[config.mk]
export PLATFORM = sky130hd
export DESIGN_NAME = conv2d_1x1
export DESIGN_NICKNAME = d
export VERILOG_FILES = /design/src/rtl/conv2d_1x1.sv
export SDC_FILE = /design/constraint.sdc
export NUM_CORES = 2
export LEC_CHECK = 0
export CORE_MARGIN = 2
export CORE_UTILIZATION = 30
export DETAILED_ROUTE_END_ITERATION = 10
export GPL_ROUTABILITY_DRIVEN = 0
export GPL_TIMING_DRIVEN = 0
export PLACE_DENSITY_LB_ADDON = 0.25
export SETUP_SLACK_MARGIN = 0.02
export SYNTH_ARGS = -nofsm -noshare
export SYNTH_HDL_FRONTEND = slang
export SYNTH_SLANG_ARGS = --single-unit
[constraint.sdc]
create_clock -name clk -period 10.4 [get_ports clk]
set_input_delay 2.08 -clock clk [delete_from_list [all_inputs] [get_ports clk]]
set_output_delay 2.08 -clock clk [all_outputs]
set_load 0.005 [all_outputs]
[src/rtl/conv2d_1x1.sv]
// One squeeze-layer 1x1 convolution PE: 16-lane multiply, balanced adder tree,
// cross-beat accumulation and bias/ReLU on the last channel-group beat of a cell.
module conv2d_1x1 #(
   parameter int LANES  = 16,
   parameter int DATA_W = 8,
   parameter int BIAS_W = 16,
   parameter int ACC_W  = 32,
   parameter int RELU   = 1
) (
   input  logic                      clk,
   input  logic                      rst,
   input  logic                      i_data_valid,
   input  logic [LANES*DATA_W-1:0]   imgdata,
   input  logic [LANES*DATA_W-1:0]   kernel,
   input  logic                      i_last,
   input  logic [BIAS_W-1:0]         bias,
   output logic [ACC_W-1:0]          o_convolved_data,
   output logic                      o_convolved_data_valid
);

   localparam int PROD_W = 2 * DATA_W;
   localparam int LEVELS = $clog2(LANES);
   localparam int P2     = 1 << LEVELS;

   function automatic logic signed [PROD_W-1:0] lane_mul(
      input logic signed [DATA_W-1:0] a,
      input logic signed [DATA_W-1:0] b
   );
      return PROD_W'(a) * PROD_W'(b);
   endfunction

   // Stage 1: per-lane full-precision products
   logic signed [PROD_W-1:0] prod_q [LANES];
   logic                     s1_valid;
   logic                     s1_last;
   logic signed [ACC_W-1:0]  s1_bias;

   always_ff @(posedge clk) begin
      if (rst) begin
         for (int unsigned i = 0; i < LANES; i++) prod_q[i] <= '0;
         s1_valid <= 1'b0;
         s1_last  <= 1'b0;
         s1_bias  <= '0;
      end else begin
         s1_valid <= i_data_valid;
         s1_last  <= i_data_valid & i_last;
         if (i_data_valid) begin
            for (int unsigned i = 0; i < LANES; i++)
               prod_q[i] <= lane_mul(imgdata[DATA_W*i +: DATA_W], kernel[DATA_W*i +: DATA_W]);
            if (i_last) s1_bias <= ACC_W'($signed(bias));
         end
      end
   end

   // Balanced tree, padded with zero leaves up to the next power of two
   genvar lv, n;
   for (lv = 0; lv <= LEVELS; lv++) begin : g_lvl
      logic signed [ACC_W-1:0] node [P2 >> lv];
      if (lv == 0) begin : g_leaf
         for (n = 0; n < P2; n++) begin : g_n
            if (n < LANES) begin : g_used
               assign node[n] = ACC_W'(prod_q[n]);
            end else begin : g_pad
               assign node[n] = '0;
            end
         end
      end else begin : g_add
         for (n = 0; n < (P2 >> lv); n++) begin : g_n
            assign node[n] = g_lvl[lv-1].node[2*n] + g_lvl[lv-1].node[2*n+1];
         end
      end
   end

   logic signed [ACC_W-1:0] tree_sum;
   assign tree_sum = g_lvl[LEVELS].node[0];

   // Stage 2: registered beat sum
   logic signed [ACC_W-1:0] s2_sum;
   logic signed [ACC_W-1:0] s2_bias;
   logic                    s2_valid;
   logic                    s2_last;

   always_ff @(posedge clk) begin
      if (rst) begin
         s2_sum   <= '0;
         s2_bias  <= '0;
         s2_valid <= 1'b0;
         s2_last  <= 1'b0;
      end else begin
         s2_sum   <= tree_sum;
         s2_bias  <= s1_bias;
         s2_valid <= s1_valid;
         s2_last  <= s1_last;
      end
   end

   // Stage 3: accumulate, finalize on last beat
   logic signed [ACC_W-1:0] acc;
   logic signed [ACC_W-1:0] result;

   always_comb begin
      result = acc + s2_sum + s2_bias;
   end

   always_ff @(posedge clk) begin
      if (rst) begin
         acc                    <= '0;
         o_convolved_data       <= '0;
         o_convolved_data_valid <= 1'b0;
      end else begin
         o_convolved_data_valid <= 1'b0;
         if (s2_valid) begin
            if (s2_last) begin
               o_convolved_data       <= (RELU != 0 && result[ACC_W-1]) ? '0 : result;
               o_convolved_data_valid <= 1'b1;
               acc                    <= '0;
            end else begin
               acc <= acc + s2_sum;
            end
         end
      end
   end

endmodule

==> impl_metrics.py <==
metrics = {
    "logic_synthesis": {
        "synth.top_cell.area_share_pct": 36.9,
        "count_of_state_elements_after_synthesis": 376,
        "synthesis.nets": 8136,
        "synthArstFlopShare_pct": 0,
        "netlist_instances": 6195,
        "synth.cells.most_frequent": "sky130_fd_sc_hd__inv_1 (1475), sky130_fd_sc_hd__fa_1 (1114), sky130_fd_sc_hd__and2_1 (632), sky130_fd_sc_hd__ha_1 (551), sky130_fd_sc_hd__nand2_1 (431)",
        "seq_area_frac_synth_pct": 16.7,
        "netlist-cell-type-count": 73,
        "synth_area_per_inst_um2": 9.76,
        "ys.flop_type": "sky130_fd_sc_hd__edfxtp_1",
        "total_number_of_yosys_warnings": 0,
        "synth_enable_flop_cells": 256,
        "mappedNetlistArea_mm2": 0.0605,
        "synth_largest_area_cell": "sky130_fd_sc_hd__fa_1",
        "ys_top_cells_by_area": "sky130_fd_sc_hd__fa_1 (37%), sky130_fd_sc_hd__edfxtp_1 (13%), sky130_fd_sc_hd__ha_1 (11%)",
        "yosysMostFrequentCell": "sky130_fd_sc_hd__inv_1",
    },
    "global_route": {
        "grt_max_degree": 67,
        "overall_global_routing_usage_pct": 15.7,
        "grt_pass1_vias": 44600,
        "grt_pass1_wl_um": 252000,
        "gr-total-overflow": 0,
        "number_of_antenna_violations_at_the_first_check_in_global_routing": 29,
    },
    "placed_design": {
        "port_buffers": 292,
        "dp_worst_setup_slack_ns": 1.96,
        "postPlaceCellArea_mm2": 0.0668,
        "half_perimeter_wire_length_of_the_detailed_placement_result_um": 135000,
    },
    "worst_hold_path": {
        "worst_hold_path.endpoint": "o_convolved_data[15]",
        "whs_path_depth": 2,
        "worstHoldStart": "o_convolved_data[15]",
        "holdCritPathClass": "reg2reg",
    },
    "detailed_routing": {
        "wirelength_met1_um": 70500,
        "route.vias.total": 41100,
        "routed-wl-met2_um": 77300,
        "route.detailed.wl_per_inst_um": 16.8,
        "drt-total-wl_um": 156000,
        "wl_met3_um": 5250,
        "highest_layer": "met5",
        "antenna_violating_nets_post_route": 0,
        "detail_route.drc_violations": 0,
        "drt_iter0_drc": 1726,
        "drt-pass1-iter-count": 5,
        "detail_route.vias_per_cell": 4.44,
    },
    "sta": {
        "hold_slack_ns": 0.448,
        "slew_headroom_pct": 13.5,
        "setup_tns_ns": 0,
        "clock_skew_ns": 0.0143,
        "timing.final.max_slew_violations": 0,
        "timing.final.crit_period_ns": 7.71,
        "worstMarginPinSlew_ns": 1.29,
        "setup_slack_ns": 2.69,
        "max_freq_mhz": 130,
        "report.final.setup_viol": 0,
        "hold_violations": 0,
        "unrepaired_setup_endpoints_after_global_routing": "false",
        "period_utilisation_layout_pct": 74.1,
    },
    "clocking": {
        "insertion_delay_ns": 0.61,
        "htree_levels": 2,
        "post_cts.resized_instances": 0,
        "clkTransAtPathRegs_ns": 0.06,
        "clock_sink_count": 376,
        "tritoncts.num_buffers": 49,
        "root_buffer": "sky130_fd_sc_hd__clkbuf_16",
        "max-clock-path-buffers": 3,
        "post_cts_setup_repair_bufs": 0,
        "tritoncts": "yes",
        "hold_buffers": 0,
    },
    "run": {
        "cap_violations": 0,
    },
    "worst_setup_path": {
        "worst-path-max-fanout": 8,
        "timing.reg2reg.setup_slack_ns": 3.78,
        "critical_path.startpoint_type": "primary input",
        "setup.worst_path.end_class": "flip-flop",
        "worst_path_arrival_time_ns": 7.94,
        "crit_required_ns": 10.63,
        "timing_worst_setup_path_type": "in2reg",
        "r2r-start": "prod_q[0][130]",
        "r2r-end": "s2_sum[30]",
        "timing.reg2reg.worst_path_depth": 20,
    },
    "die": {
        "core_area_mm2": 0.200,
        "rows": 164,
        "die_footprint_mm2": 0.205,
        "die_width_um": 453,
        "initial_utilization_pct": 30.2,
        "pin_count": 309,
        "chipHeight_um": 453,
    },
    "finish": {
        "area.growth.synth_to_final_pct": 13.3,
        "num-nets-final": 8483,
        "stdcell_area_mm2": 0.0685,
        "post_route_cells_drive_above_1_share_pct": 1.81,
    },
    "outcome": {
        "status": "finished clean",
    },
}
==> worst max-delay path, stage by stage <==
cell,delay (ns)
sky130_fd_sc_hd__clkdlybuf4s50_1,0.57
sky130_fd_sc_hd__and2_1,0.26
sky130_fd_sc_hd__fa_1,0.50
sky130_fd_sc_hd__inv_1,0.05
sky130_fd_sc_hd__fa_1,0.49
sky130_fd_sc_hd__inv_1,0.05
sky130_fd_sc_hd__fa_1,0.55
sky130_fd_sc_hd__inv_1,0.05
sky130_fd_sc_hd__fa_1,0.47
sky130_fd_sc_hd__inv_1,0.05
sky130_fd_sc_hd__ha_1,0.28
sky130_fd_sc_hd__inv_1,0.08
sky130_fd_sc_hd__o21ai_0,0.11
sky130_fd_sc_hd__a21oi_1,0.24
sky130_fd_sc_hd__o21ai_0,0.14
sky130_fd_sc_hd__a211o_1,0.33
sky130_fd_sc_hd__a2111oi_0,0.46
sky130_fd_sc_hd__nor3_1,0.12
sky130_fd_sc_hd__nor3b_1,1.03
==> state kept, by name, indices dropped and copies added (netlist names) <==
name / flops
s2_valid: 1
s1_valid: 1
s2_last: 1
s2_bias: 16
s1_last: 1
prod_q: 256
s1_bias: 16
o_convolved_data: 31
acc: 32
s2_sum: 20
o_convolved_data_valid: 1
==> worst max-delay path by stage <==
stage                      startpoint             end  slack (ns)  cells after the start
after CTS                 kernel[121]  prod_q[0][255]        2.59                     19
after floorplan                   rst    prod_q[0][0]        3.89                      4
final                     kernel[121]  prod_q[0][255]        2.69                     19
after detailed placement  kernel[121]  prod_q[0][255]        1.96                     19
after global placement            rst  prod_q[0][128]        0.20                      4
after global routing      kernel[122]  prod_q[0][255]        2.56                     17
==> cells by family after synthesis <==
kind of cell / after synthesis / share of synthesized area, %
adder cells (fa/ha/maj): 1665 / 48.3
flip-flops: 376 / 16.7
buffers and inverters: 1552 / 9.70
multiplexers: 1 / 0.0186
other: 1 / 0.00620
AO/OA/AOI/OAI: 618 / 6.41
XOR/XNOR: 269 / 3.93
AND/OR/NAND/NOR: 1713 / 15.0
==> stage by stage <==
stage / instances / utilization, %
2_1_floorplan: 6195 / -
3_3_place_gp: 9143 / 33.3
3_5_place_dp: 9147 / 33.4
4_1_cts: 9235 / 34.2
5_1_grt: 9242 / 34.2
6_report: 9244 / 34.2
==> layer usage <==
layer,track usage [%],vias up
li1,-,19700
met1,21.0,20600
met2,27.6,577
met3,1.67,140
met4,2.67,18
met5,0,-
==> area by class of cell <==
cell class	count	area, µm²
timing repair buffer	296	3030
fill	20500	132000
multi-input combinational	4267	44500
clock buffer	62	1360
clock inverter	26	299
inverter	1475	5540
buffer	77	332
sequential	376	10100
antenna	9	22.5
tap	2656	3320
==> cell usage in the layout (no fill, tap or decap), drive strengths merged, types with 27 or more instances in the layout <==
cell type	n
inv	1478
fa	1114
and2	634
ha	551
nand2	431
clkdlybuf4s50	292
edfxtp	256
a21oi	215
nor2	215
xnor2	196
o21ai	142
clkbuf	124
dfxtp	120
nand2b	119
nor2b	107
nor3	82
xor2	72
a21o	64
a21boi	34
o21a	31
and3	30
nand3	27
Power is not shown: default switching activity piles up to over one toggle a cycle in this logic, so the estimate is an artifact.
